<file path="config.mk">
export PLATFORM = sky130hd
export DESIGN_NAME = apb_layer_seq
export DESIGN_NICKNAME = d
export VERILOG_FILES = /design/src/rtl/apb_layer_seq_pkg.sv /design/src/rtl/apb_layer_seq.sv
export SDC_FILE = /design/constraint.sdc
export NUM_CORES = 1
export LEC_CHECK = 0
export ABC_AREA = 1
export BUFFER_PORTS_ARGS = -buffer_cell sky130_fd_sc_hd__buf_2
export CAP_MARGIN = 25
export CORE_UTILIZATION = 40
export CTS_BUF_LIST = sky130_fd_sc_hd__clkbuf_4 sky130_fd_sc_hd__clkbuf_8 sky130_fd_sc_hd__clkbuf_16
export DETAILED_ROUTE_END_ITERATION = 12
export MAX_ROUTING_LAYER = met4
export PLACE_DENSITY = 0.69
export SLEW_MARGIN = 20
export SYNTH_ARGS = -nofsm -noshare
export SYNTH_HDL_FRONTEND = slang
export SYNTH_SLANG_ARGS = --single-unit
</file>
<file path="constraint.sdc">
create_clock -name CLK -period 9.04 [get_ports CLK]
set_clock_uncertainty 0.2 [all_clocks]
set_input_delay 2.26 -clock CLK [delete_from_list [all_inputs] [get_ports CLK]]
set_output_delay 2.26 -clock CLK [all_outputs]
set_load 0.01 [all_outputs]
</file>
<file path="src/rtl/apb_layer_seq_pkg.sv">
// apb_layer_seq_pkg: shared encodings for the APB layer-configuration sequencer.
package apb_layer_seq_pkg;
    typedef enum logic [1:0] {
        ENG_FC      = 2'd0,
        ENG_CONV    = 2'd1,
        ENG_POOL    = 2'd2,
        ENG_ILLEGAL = 2'd3
    } eng_e;
    typedef enum logic {
        OP_WR   = 1'b0,
        OP_POLL = 1'b1
    } op_e;
    typedef enum logic [2:0] {
        S_IDLE,
        S_SETUP,
        S_ACCESS,
        S_GAP,
        S_ERROR
    } state_e;
    localparam logic [1:0] ERR_NONE    = 2'd0;
    localparam logic [1:0] ERR_SLV     = 2'd1;
    localparam logic [1:0] ERR_ENG     = 2'd2;
    localparam logic [1:0] ERR_TIMEOUT = 2'd3;
endpackage

</file>
<file path="src/rtl/apb_layer_seq.sv">
// apb_layer_seq: APB master that runs write/poll configuration commands on the FC/CONV/POOL engines.
// Optional poll timeout (ERR_CODE 3) is compiled in with APB_LAYER_SEQ_TIMEOUT_EN.
module apb_layer_seq
    import apb_layer_seq_pkg::*;
#(
    parameter int ADDR_W   = 32,
    parameter int POLL_GAP = 16
`ifdef APB_LAYER_SEQ_TIMEOUT_EN
    ,
    parameter int TIMEOUT_W   = 20,
    parameter int TIMEOUT_MAX = 1000000
`endif
) (
    input  logic              CLK,
    input  logic              RESET,
    input  logic              CMD_VALID,
    output logic              CMD_READY,
    input  logic [1:0]        CMD_ENGINE,
    input  logic              CMD_OP,
    input  logic              CMD_LAST,
    input  logic [ADDR_W-1:0] CMD_ADDR,
    input  logic [31:0]       CMD_DATA,
    input  logic              ERR_CLR,
    output logic [ADDR_W-1:0] PADDR,
    output logic [2:0]        PSEL,
    output logic              PENABLE,
    output logic              PWRITE,
    output logic [31:0]       PWDATA,
    input  logic [31:0]       PRDATA,
    input  logic              PREADY,
    input  logic              PSLVERR,
    output logic              BUSY,
    output logic              LAYER_DONE,
    output logic              ERR,
    output logic [1:0]        ERR_CODE
);
    localparam int GW = $clog2(POLL_GAP + 1);

    state_e            state_q, state_d;
    eng_e              eng_q, eng_d;
    op_e               op_q, op_d;
    logic              last_q, last_d;
    logic [ADDR_W-1:0] addr_q, addr_d;
    logic [31:0]       data_q, data_d;
    logic [GW-1:0]     gap_q, gap_d;
    logic [1:0]        err_code_q, err_code_d;
    logic              done_q, done_d;
    logic              hit;
    logic              active;
`ifdef APB_LAYER_SEQ_TIMEOUT_EN
    logic [TIMEOUT_W-1:0] poll_cnt_q, poll_cnt_d;
`endif

    assign hit = |(PRDATA & data_q);

    always_comb begin
        state_d    = state_q;
        eng_d      = eng_q;
        op_d       = op_q;
        last_d     = last_q;
        addr_d     = addr_q;
        data_d     = data_q;
        gap_d      = gap_q;
        err_code_d = err_code_q;
        done_d     = 1'b0;
`ifdef APB_LAYER_SEQ_TIMEOUT_EN
        poll_cnt_d = poll_cnt_q;
`endif
        case (state_q)
            S_IDLE: if (CMD_VALID) begin
                eng_d  = eng_e'(CMD_ENGINE);
                op_d   = op_e'(CMD_OP);
                last_d = CMD_LAST;
                addr_d = CMD_ADDR;
                data_d = CMD_DATA;
`ifdef APB_LAYER_SEQ_TIMEOUT_EN
                poll_cnt_d = '0;
`endif
                if (CMD_ENGINE == ENG_ILLEGAL) begin
                    state_d    = S_ERROR;
                    err_code_d = ERR_ENG;
                end else begin
                    state_d = S_SETUP;
                end
            end
            S_SETUP: state_d = S_ACCESS;
            S_ACCESS: if (PREADY) begin
                if (PSLVERR) begin
                    state_d    = S_ERROR;
                    err_code_d = ERR_SLV;
                end else if (op_q == OP_WR || hit) begin
                    state_d = S_IDLE;
                    done_d  = last_q;
`ifdef APB_LAYER_SEQ_TIMEOUT_EN
                end else if (poll_cnt_q == TIMEOUT_W'(TIMEOUT_MAX - 1)) begin
                    state_d    = S_ERROR;
                    err_code_d = ERR_TIMEOUT;
                end else begin
                    state_d    = S_GAP;
                    gap_d      = '0;
                    poll_cnt_d = poll_cnt_q + TIMEOUT_W'(1);
                end
`else
                end else begin
                    state_d = S_GAP;
                    gap_d   = '0;
                end
`endif
            end
            S_GAP: begin
                gap_d   = gap_q + GW'(1);
                state_d = (gap_q == GW'(POLL_GAP - 1)) ? S_SETUP : S_GAP;
            end
            S_ERROR: if (ERR_CLR) begin
                state_d    = S_IDLE;
                err_code_d = ERR_NONE;
            end
            default: state_d = S_IDLE;
        endcase
    end

    always_ff @(posedge CLK or posedge RESET) begin
        if (RESET) begin
            state_q    <= S_IDLE;
            eng_q      <= ENG_FC;
            op_q       <= OP_WR;
            last_q     <= 1'b0;
            addr_q     <= '0;
            data_q     <= '0;
            gap_q      <= '0;
            err_code_q <= ERR_NONE;
            done_q     <= 1'b0;
        end else begin
            state_q    <= state_d;
            eng_q      <= eng_d;
            op_q       <= op_d;
            last_q     <= last_d;
            addr_q     <= addr_d;
            data_q     <= data_d;
            gap_q      <= gap_d;
            err_code_q <= err_code_d;
            done_q     <= done_d;
        end
    end

`ifdef APB_LAYER_SEQ_TIMEOUT_EN
    always_ff @(posedge CLK or posedge RESET) begin
        if (RESET) poll_cnt_q <= '0;
        else poll_cnt_q <= poll_cnt_d;
    end
`endif

    // Bus outputs decode from registered state, so an async reset idles the bus at once.
    assign active     = (state_q == S_SETUP) || (state_q == S_ACCESS);
    assign PSEL       = active ? (3'b001 << eng_q) : 3'b000;
    assign PENABLE    = state_q == S_ACCESS;
    assign PWRITE     = active && op_q == OP_WR;
    assign PADDR      = active ? addr_q : '0;
    assign PWDATA     = (active && op_q == OP_WR) ? data_q : '0;
    assign CMD_READY  = state_q == S_IDLE && !RESET;
    assign BUSY       = state_q != S_IDLE;
    assign LAYER_DONE = done_q;
    assign ERR        = state_q == S_ERROR;
    assign ERR_CODE   = err_code_q;
endmodule

</file>
* Yosys cells after proc, flatten, opt, wreduce, memory -nomap -nowiden
Index checks and enable logic that the tools add are counted.
** Cells by class
- $add $sub $neg :: 1
- Equality and inequality tests :: 13
- Shift operators :: 1
- Muxes and demuxes :: 25
- Bitwise logic cells :: 2
- Reductions and logical operators :: 14
** Operators by type and width (count)
- $mux W32 :: 2
- $and A32 B32 Y32 :: 1
- $reduce_or A32 Y1 :: 1
- $mux W3 :: 6
- $mux W5 :: 3
- $pmux W3 S5 :: 1
- $mux W2 :: 7
- $ne A2 B2 Y1 const B :: 5
- $pmux W5 S2 :: 1
- $eq A3 B2 Y1 const B :: 2
- $pmux W2 S3 :: 1
- $reduce_and A6 Y1 :: 1
- $reduce_bool A3 Y1 :: 2
- $add A5 B1 Y5 const B :: 1
- $eq A5 B4 Y1 const B :: 1
- $mux W1 :: 4
- $ne A2 B1 Y1 const B :: 2
- $reduce_and A4 Y1 :: 1
- $eq A3 B1 Y1 const B :: 1
- $eq A3 B3 Y1 const B :: 1
- $logic_not A3 Y1 :: 1
- $reduce_and A3 Y1 :: 1
- $shl A1 B2 Y3 const A :: 1
- $eq A2 B2 Y1 const B :: 1
- other kinds (6) :: 8
** Word-level totals
- Register bits after elaboration :: 79
- Input port bits :: 106
- Output and inout bits :: 75
- Logic and storage cells :: 65

* Logic depth before layout (Yosys ltp)
Gate-level depths: netlist (run 1).
- Depth after elaboration :: 7
- Depth in mapped cells :: 11

* Worst setup path after synthesis (run 1)
Ideal clock, no wire load.
- Path kind :: input to output
- Start :: input port RESET
- End :: output port CMD_READY
- Arrival time :: 2.429 ns
- Slack :: 4.151 ns
- Cell stages on the path :: 1
- Buffers on the path :: 0
- Cell sequence :: nor2_1
** On the way
- Longest elaborated chain between the ends :: 2
** RTL lines
- start: declaration :: RTL line apb_layer_seq.sv:15 : input logic RESET,
- $logic_not A1 Y1 :: RTL line apb_layer_seq.sv:160 : assign CMD_READY = state_q == S_IDLE && !RESET;
- $logic_and A1 B1 Y1 :: RTL line apb_layer_seq.sv:160
- end: declaration :: RTL line apb_layer_seq.sv:17 : output logic CMD_READY,
Every way passes these cells.

* Worst setup path in the final report (run 1)
- Start :: register state_q[1]
- End :: output port PWDATA[31]
** On the way
- Longest elaborated chain between the ends :: 4
** RTL lines
- start: declaration :: RTL line apb_layer_seq.sv:39 : state_e state_q, state_d;
- start signal: assignment :: RTL line apb_layer_seq.sv:134 : state_q <= state_d;
- $eq A3 B1 Y1 / $eq A3 B2 Y1 (equally long branches) :: RTL line apb_layer_seq.sv:154 : assign active = (state_q == S_SETUP) || (state_q == S_ACCESS);
- $logic_or A1 B1 Y1 (*) :: RTL line apb_layer_seq.sv:154
- $logic_and A1 B1 Y1 (*) :: RTL line apb_layer_seq.sv:159 : assign PWDATA = (active && op_q == OP_WR) ? data_q : '0;
- $mux W32 (*) :: RTL line apb_layer_seq.sv:159
- end: declaration :: RTL line apb_layer_seq.sv:28 : output logic [31:0] PWDATA,
Every way passes the cells marked *; elsewhere a longest branch is shown, timed or not.

==> metrics.txt, run 1 <==
status=complete, no violations; initial antenna violation count=0; routability congestion estimate=0.8565; synth unique cells=26; worst hold path class=flip-flop to flip-flop; Core Region=9371 um^2; hpwl dp=7195 um; max cap viols=0; clock sinks=79; largest net degree at the start of global routing=82; hold_buf cts=0; most frequent cells in the layout=180 x buf_2, 138 x nand2_1, 79 x dfrtp_1; Initial Utilization=41.80%; Clock Path Buffers=2; WP data required=6580 ps; Max IR drop VDD=0.1163 mV; Vias/cell=4.528; post-route insts no fill=814; number of global-route vias before repair=3490; Worst Setup Start Kind=flip-flop; most frequent CP cell=inv_2; Iter 0 DRT Violations=132; Residual DRC=0; Pre-antenna DRT Iters=4; Yosys reg bits=79; Die Width=101.0 um; first-pass GRT wire length=15860 um; # diodes=0; Arrival @ worst endpoint=2640 ps; number of buffers created by CTS=9; Post-DRT Antenna Nets=0; post-synthesis cell count=508; Die Span Y=101.0 um; delay-heaviest family, CP=buffers and inverters; PD cells=316.9 nW/um^2; total number of vias=3686; port buffer count=180; Syn Std Cell Area=3918 um^2; layout cell share with drive strength beyond 1=35.47%; Layout Nets=790; H-Tree Depth=3; Rows=35; Async SR Flop Fraction=100.0%; top cell type's share of synthesized area=50.46%; Final Cell Area=5075 um^2; Worst Path Buf+Inv=6; total negative slack=0 ps; RSZ-0062 raised after global routing=false; Syn-to-layout area delta=29.54%; slowest CP cell=inv_2; Worst-Skew Late Latency=350 ps; CTS clock-pin slew for the worst setup and hold paths=80 ps; clock root cell=clkbuf_8; TritonCTS clock tree=done; most common cell after layout, fill and taps aside=buf_2; total grt overflow=0; largest stage delay on the critical path=650 ps; Yosys top cell by area=dfrtp_1; hold_ws=303.2 ps; Final min period=5104 ps; Warnings, synthesis=0; top_reg_cell synth=dfrtp_1; Top Ports=181; Synth Area per Inst=7.712 um^2; Layout fillers=937; die area=10190 um^2; total global-route track usage=20.98%; Leak=2.864 nW; number of synthesized flops with an enable pin=0; synth top area cells=dfrtp_1 50%, nand2_1 13%, o21ai_0 8.0%; PnR Total Power=1.608 mW; CP endpoint kind=primary output; final period utilization=56.46%; measured slew at the worst slew-check pin=885.4 ps; postcts setup bufs=0; register area share after synthesis=50.46%; drt wl/cell=12.19 um; Crit Path Max Fanout=36; final hold vios=0; FMAX=195.9 MHz; final setup fails=0; net count after synthesis=616; DP Area=4866 um^2; critical-path cell list=inv_2 > nor2_2 > inv_2 > nor2_4 > inv_2 > nand2_1 > inv_2 > nor2_4 > inv_2 > nor2_1 > buf_2; Detailed Route WL=9922 um; Max-slew headroom=40.89%; CP Class=flip-flop to primary output; post_cts resized=0; Final Max Tran Viols=0; placed cells=799
per-layer routing:
layer | vias to the layer above | share of wire [%] | GRT usage [%] | wire length [um]
met5 | - | 0 | - | 0
met4 | 0 | 1.4 | 7.469 | 137
met3 | 11 | 6.4 | 4.646 | 638
met2 | 144 | 47 | 33.88 | 4652
met1 | 1652 | 45 | 25.99 | 4493
li1 | 1879 | - | - | -
synthesized netlist by cell type, types with 5 or more instances:
master	instances
nand2_1	138
dfrtp_1	79
inv_1	78
o21ai_0	63
nor2_1	50
nor2_2	31
nand3_1	11
o21ai_1	7
clkbuf_1	6
inv_2	6
buf_2	5
buf_4	5
where the power goes:
part           total, mW  internal [mW]  switching, mW  leakage (nW)
logic              0.748          0.260          0.488          1.80
registers          0.605          0.523         0.0818         0.974
clock network      0.255          0.131          0.124        0.0940
flip-flops by register name, indices dropped and copies added, names as in the netlist:
signal	flops
addr_q	32
data_q	32
gap_q	5
state_q	3
ERR_CODE	2
eng_q	2
LAYER_DONE	1
last_q	1
op_q	1
worst reg2reg max path, delay by kind of cell, from the launching register on:
family | cells | cell delay [ps]
muxes | 1 | 410
DFF | 1 | 430
and+or+nand+nor | 3 | 600
buffers and inverters | 2 | 830
worst paths after layout:
path	slack [ps]	depth (start not counted)	from	end
hold reg to reg	300	2	gap_q[4]	gap_q[4]
max in group asynchronous	6240	3	RESET	data_q[15]
min in group asynchronous	1890	3	RESET	state_q[2]
setup / recovery	3940	11	state_q[1]	PWDATA[31]
setup reg to reg	6460	6	state_q[2]	op_q
hold / removal	300	2	gap_q[4]	gap_q[4]
through the flow:
stage / utilization [%] / setup WS (ps)
2_1_floorplan: - / 4151
3_3_place_gp: 51.92 / 3994
3_5_place_dp: 51.92 / 3994
4_1_cts: 53.90 / 3918
5_1_grt: 54.15 / 3737
6_report: 54.15 / 3936
final cells by class:
class                      count  area [um^2]  share of cell area [%]
clock inverter                 4        47.55                  0.9369
multi-input combinational    325         1495                   29.46
inverter                      84        316.6                   6.238
timing repair buffer         183        939.7                   18.52
sequential                    79         1977                   38.95
tap                          129        161.4                   3.180
clock buffer                  10        137.6                   2.712
kinds of logic (layout without fill, tap and decap cells):
kind of cell	after synthesis	in the layout	share of synthesized area [%]
compound gates	74	74	9.550
buf+inv	104	281	11.37
fa+ha+maj	2	2	0.6387
mux	2	2	0.5749
xor+xnor	1	1	0.2236
flops	79	79	50.46
simple gates	246	246	27.18
(Power assumes the default switching activity.)
==> run 2, diff against run 1 <==
--- a/config.mk
+++ b/config.mk
@@ -5,14 +5,14 @@
 export SDC_FILE = /design/constraint.sdc
 export NUM_CORES = 1
 export LEC_CHECK = 0
-export ABC_AREA = 1
+export ABC_AREA = 0
 export BUFFER_PORTS_ARGS = -buffer_cell sky130_fd_sc_hd__buf_2
 export CAP_MARGIN = 25
 export CORE_UTILIZATION = 40
 export CTS_BUF_LIST = sky130_fd_sc_hd__clkbuf_4 sky130_fd_sc_hd__clkbuf_8 sky130_fd_sc_hd__clkbuf_16
 export DETAILED_ROUTE_END_ITERATION = 12
 export MAX_ROUTING_LAYER = met4
-export PLACE_DENSITY = 0.69
+export PLACE_DENSITY = 0.7
 export SLEW_MARGIN = 20
 export SYNTH_ARGS = -nofsm -noshare
 export SYNTH_HDL_FRONTEND = slang
==> constraint.sdc (replaced) <==
create_clock -name CLK -period 4.8 [get_ports CLK]
set_clock_uncertainty 0.2 [all_clocks]
set_input_delay 1.2 -clock CLK [delete_from_list [all_inputs] [get_ports CLK]]
set_output_delay 1.2 -clock CLK [all_outputs]
set_load 0.01 [all_outputs]
==> run 2 against run 1 <==
Compared with the run above: synthesized cell count is 38% lower; sequential share of layout area is 0.62 points higher; sequential power is 100% higher; clock power is 94% higher; hold slack worse by 21 ps; final area is 1.6% lower; largest cell class unchanged; critical path depth is 6 lower.
==> metrics.txt, run 2 <==
status=complete, no violations; FMAX=297.0 MHz; Yosys top cell by area=dfrtp_1; Detailed Route WL=8915 um (-10%); most frequent cell after synthesis=dfrtp_1; CTS clock-pin slew for the worst setup and hold paths=80 ps (about the same); total negative slack=0 ps (unchanged); Die Span Y=99.58 um (-1.4%); postcts setup bufs=0 (unchanged); Comb pwr share=46.2% (-0.3 points); max cap viols=0 (unchanged); TritonCTS clock tree=done; hpwl dp=6689 um (-7.0%); routability congestion estimate=0.7987 (-6.7%); Layout fillers=863 (-7.9%); port buffer count=180 (unchanged); Rows=35 (unchanged); Worst-Skew Late Latency=350 ps (about the same); Worst Setup Start Kind=flip-flop; Int Pwr=2.036 mW (+120%); Max-slew headroom=44.49% (+3.6 points); total number of vias=3006 (-18%); P_sw=1.193 mW (+72%); Async SR Flop Fraction=100.0% (unchanged); drt wl/cell=14.20 um (+16%); final hold vios=0 (unchanged); net count after synthesis=422 (-31%); H-Tree Depth=3 (unchanged); WP data required=3400 ps (-3180 ps); dpl ws=1795 ps (-2199 ps); Syn Std Cell Area=3809 um^2 (-2.8%); PD cells=646.5 nW/um^2 (+100%); synth unique cells=38 (+46%); Switching Share=36.94% (-6.2 points); synth top area cells=dfrtp_1 52%, mux2_2 14%, and2_1 11%; worst hold path class=flip-flop to flip-flop; CP Class=flip-flop to primary output; clock root cell=clkbuf_8; RSZ-0062 raised after global routing=false; clock sinks=79 (unchanged); largest net degree at the start of global routing=50 (-39%); Pre-antenna DRT Iters=4 (unchanged); Syn-to-layout area delta=31.14%; Clock Path Buffers=2 (unchanged); commonest cells in the netlist=79 x dfrtp_1, 66 x and2_1, 48 x mux2_2, 20 x mux2_1, 15 x a22oi_1; total grt overflow=0 (unchanged); number of synthesized flops with an enable pin=0 (unchanged); Warnings, synthesis=0 (unchanged); # diodes=0 (unchanged); Worst Hold Path Cells=1 (-1); most common cell after layout, fill and taps aside=buf_2; Post-DRT Antenna Nets=0 (unchanged); register area share after synthesis=51.91% (+1.4 points); Max IR drop VDD=0.2690 mV (+130%); Crit Path Max Fanout=32 (-11%); post-layout util=54.06% (-0.097 points); most frequent cells in the layout=180 x buf_2, 79 x dfrtp_1, 66 x and2_1; Arrival @ worst endpoint=1970 ps (-670 ps); Clock power frac=15.3% (-0.6 points); post-synthesis cell count=314 (-38%); top_reg_cell synth=dfrtp_1; Die Width=99.58 um (-1.4%); top cell type's share of synthesized area=51.91% (+1.4 points); Core Region=9240 um^2 (-1.4%); Synth Area per Inst=12.13 um^2 (+57%); total global-route track usage=19.10% (-1.9 points); first-pass GRT wire length=14330 um (-9.6%); Initial Utilization=41.22% (-0.58 points); hold_ws=282.6 ps (-20.55 ps); Yosys reg bits=79 (unchanged); Leak=2.508 nW (-12%); r2r worst-path depth=4 (-2); Final Max Tran Viols=0 (unchanged); Iter 0 DRT Violations=90 (-32%); CP endpoint kind=primary output; biggest regs=addr_q: 32 flops, data_q: 32 flops, gap_q: 5 flops; measured slew at the worst slew-check pin=831.6 ps (-53.77 ps); initial antenna violation count=0 (unchanged); Top Ports=181 (unchanged); Residual DRC=0 (unchanged); number of buffers created by CTS=9 (unchanged); Vias/cell=4.787 (+5.7%); number of global-route vias before repair=2974 (-15%); final setup fails=0 (unchanged); PnR worst setup slack=1433 ps (-2503 ps); die area=9916 um^2 (-2.7%); hold_buf cts=0 (unchanged); Layout Nets=602 (-24%); sequential share of power=38.4% (+0.8 points); final period utilization=70.15%; layout cell share with drive strength beyond 1=51.10% (+16 points); Final min period=3367 ps; post_cts resized=0 (unchanged)
==> run 2: cell types whose count changed after synthesis, moves of 15 or more <==
| cell | previous run | this run |
|---|---|---|
| nand2_1 | 138 | 13 |
| inv_1 | 78 | 4 |
| and2_1 | 0 | 66 |
| o21ai_0 | 63 | 5 |
| mux2_2 | 2 | 48 |
| nor2_1 | 50 | 8 |
| nor2_2 | 31 | 0 |
| mux2_1 | 0 | 20 |
| a22oi_1 | 0 | 15 |
==> run 2: routing by layer <==
metal / share of wire, % / track usage [%]
met1: 44 / 24.25
met2: 49 / 30.40
met3: 4.3 / 3.233
met4: 1.9 / 7.919
met5: 0 / -
==> run 2: power groups by stage <==
| stage | combinational (mW) | clock [mW] | sequential, mW |
|---|---|---|---|
| 2_1_floorplan | 1.10 | 0 | 1.15 |
| 3_3_place_gp | 1.48 | 0 | 1.24 |
| 3_5_place_dp | 1.51 | 0 | 1.25 |
| 4_1_cts | 1.51 | 0.514 | 1.24 |
| 5_1_grt | 1.64 | 0.543 | 1.29 |
| 6_report | 1.49 | 0.495 | 1.24 |
==> run 2: area by class of cell <==
cell class	instances	area [um^2]	area share, %
sequential	79	1977	39.58
inverter	4	16.27	0.3257
clock buffer	11	145.1	2.906
timing repair buffer	185	938.4	18.79
clock inverter	5	57.56	1.152
multi-input combinational	215	1699	34.02
tap	129	161.4	3.231
==> run 2: kinds of logic (layout without fill, tap and decap cells) <==
family,Yosys count,after routing,synth area share (%)
simple gates,111,111,17.64
flops,79,79,51.91
mux,68,68,20.11
compound gates,30,30,5.289
buf+inv,20,205,3.482
xor+xnor,4,4,0.9200
fa+ha+maj,2,2,0.6569
==> run 2: final timing paths <==
check                        endpoint  startpoint  slack [ps]
setup / recovery            PADDR[30]  state_q[0]        1430
setup reg to reg            data_q[1]  state_q[2]        2570
min in group asynchronous   data_q[0]       RESET         800
max in group asynchronous  addr_q[25]       RESET        2700
hold / removal             addr_q[18]  addr_q[18]         280
hold reg to reg            addr_q[18]  addr_q[18]         280
==> run 2: per-stage QoR <==
stage | cells | area (um^2) | power [mW]
global placement | 612 | 4792 | 2.716
CTS | 628 | 4995 | 3.271
detailed placement | 612 | 4792 | 2.760
floorplan | 314 | 3809 | 2.252
finish | 628 | 4995 | 3.229
global route | 628 | 4995 | 3.475
==> run 2: worst max-delay path, cell delays in order (launching register included) <==
cell	delay (ps)
dfrtp_1	540
xnor2_1	440
nor2_1	80
buf_4	230
and2_1	200
buf_2	140
==> run 3, diff against run 2 <==
--- a/config.mk
+++ b/config.mk
@@ -5,14 +5,14 @@
 export SDC_FILE = /design/constraint.sdc
 export NUM_CORES = 1
 export LEC_CHECK = 0
-export ABC_AREA = 0
+export ABC_AREA = 1
 export BUFFER_PORTS_ARGS = -buffer_cell sky130_fd_sc_hd__buf_2
 export CAP_MARGIN = 25
 export CORE_UTILIZATION = 40
 export CTS_BUF_LIST = sky130_fd_sc_hd__clkbuf_4 sky130_fd_sc_hd__clkbuf_8 sky130_fd_sc_hd__clkbuf_16
 export DETAILED_ROUTE_END_ITERATION = 12
 export MAX_ROUTING_LAYER = met4
-export PLACE_DENSITY = 0.7
+export PLACE_DENSITY = 0.69
 export SLEW_MARGIN = 20
 export SYNTH_ARGS = -nofsm -noshare
 export SYNTH_HDL_FRONTEND = slang
==> constraint.sdc (replaced) <==
create_clock -name CLK -period 3.5 [get_ports CLK]
set_clock_uncertainty 0.2 [all_clocks]
set_input_delay 0.875 -clock CLK [delete_from_list [all_inputs] [get_ports CLK]]
set_output_delay 0.875 -clock CLK [all_outputs]
set_load 0.01 [all_outputs]
==> run 3 against run 2 <==
Compared with the run above: clock power grew 49%; register-to-register slack worse by 1100 ps; via count increased by 23%; setup slack worse by 920 ps; final area grew 2.7%; sequential power increased by 27%; global-route usage grew 1.4 points; critical path type unchanged; critical endpoint is now PWDATA[31].
==> metrics.txt, run 3 (synthesized netlist as in run 1, its figures left out) <==
status=complete, no violations; Syn-to-layout area delta=30.92%; final setup fails=0 (unchanged); Final Cell Area=5129 um^2 (+2.7%); final period utilization=85.35%; routability congestion estimate=0.9124 (+14%); R2R Setup Slk=1440 ps (-1130 ps); drt wl/cell=11.95 um (-16%); total grt overflow=0 (unchanged); WP data required=2420 ps (-980 ps); Post-DRT Antenna Nets=0 (unchanged); hold_ws=307.4 ps (+24.76 ps); hpwl dp=7385 um (+10%); placed cells=802 (+31%); Initial Utilization=41.80% (+0.58 points); total negative slack=0 ps (unchanged); clock root cell=clkbuf_8; worst hold path class=flip-flop to flip-flop; post_cts resized=0 (unchanged); Leak=2.897 nW (+16%); Iter 0 DRT Violations=109 (+21%); total global-route track usage=20.47% (+1.4 points); Worst Setup Start Kind=flip-flop; port buffer count=180 (unchanged); dpl ws=931.1 ps (-864.2 ps); postcts setup bufs=0 (unchanged); FMAX=334.7 MHz; initial antenna violation count=0 (unchanged); Top Ports=181 (unchanged); hold wc startpoint=ERR_CODE[0]; Crit Path Max Fanout=32 (unchanged); crit path launch=state_q[2]; die area=10190 um^2 (+2.8%); Residual DRC=0 (unchanged); # diodes=0 (unchanged); Detailed Route WL=9763 um (+9.5%); R2R Path Start=state_q[2]; Die Width=101.0 um (+1.4%); Die Span Y=101.0 um (+1.4%); Arrival @ worst endpoint=1910 ps (-60 ps); Core Region=9371 um^2 (+1.4%); Worst-Skew Late Latency=340 ps (about the same); Max-slew headroom=55.55% (+11 points); PnR worst setup slack=512.6 ps (-920.3 ps); DP Area=4913 um^2 (+2.5%); measured slew at the worst slew-check pin=666.0 ps (-165.6 ps); most common cell after layout, fill and taps aside=buf_2; Final min period=2987 ps; largest net degree at the start of global routing=72 (+44%); most frequent cells in the layout=180 x buf_2, 138 x nand2_1, 79 x dfrtp_1; Rows=35 (unchanged); Layout Nets=792 (+32%); Vias/cell=4.524 (-5.5%); Final Max Tran Viols=0 (unchanged); CTS clock-pin slew for the worst setup and hold paths=80 ps (about the same); number of buffers created by CTS=9 (unchanged); CP endpoint kind=primary output; final hold vios=0 (unchanged); first-pass GRT wire length=15750 um (+9.9%); TritonCTS clock tree=done; max cap viols=0 (unchanged); biggest regs=addr_q: 32 flops, data_q: 32 flops, gap_q: 5 flops; clock sinks=79 (unchanged); post-route insts no fill=817 (+30%); total number of vias=3696 (+23%); CP Class=flip-flop to primary output; post-layout util=54.73% (+0.67 points); number of global-route vias before repair=3421 (+15%); RSZ-0062 raised after global routing=false; PD cells=831.8 nW/um^2 (+29%); Pre-antenna DRT Iters=5 (+1); PnR Total Power=4.266 mW (+32%); layout cell share with drive strength beyond 1=35.76% (-15 points); Max IR drop VDD=0.4037 mV (+50%); Clock Path Buffers=2 (unchanged); hold_buf cts=0 (unchanged); H-Tree Depth=3 (unchanged)
run 3: area by class of cell:
cell class	instances	area, um^2
clock buffers	11	145.1
multi-input cells	325	1495
inverters	84	316.6
clock inverters	4	70.07
well taps	129	161.4
repair buffers	185	963.4
fillers	917	4243
flip-flops and latches	79	1977
run 3: worst paths after layout:
check | cells after the start | to
worst min-delay path | 2 | ERR_CODE[0]
worst max register to register | 5 | op_q
min in group asynchronous | 2 | ERR_CODE[1]
max in group asynchronous | 3 | addr_q[1]
worst max-delay path | 11 | PWDATA[31]
worst min register to register | 2 | ERR_CODE[0]
run 3: where the power goes:
group	internal [mW]	switching, mW	total, mW
clock network	0.423	0.314	0.737
registers	1.35	0.217	1.57
logic	0.689	1.27	1.96
total	2.46	1.80	4.27
run 3: metal layers:
metal	vias to the layer above	GRT usage, %	routed length, um
met5	-	-	0
met4	0	4.794	70
met3	6	4.577	692
met2	149	33.46	4671
met1	1657	26.01	4328
li1	1884	-	-
run 3: worst max-delay path, stage by stage, from the launching register on:
cell and delay [ps]:
dfrtp_1 440, nor2_2 150, inv_2 70, nor2_4 120, inv_2 60, nand2_1 70
inv_2 50, nor2_4 90, inv_2 50, buf_12 180, nor2_1 140, buf_2 150
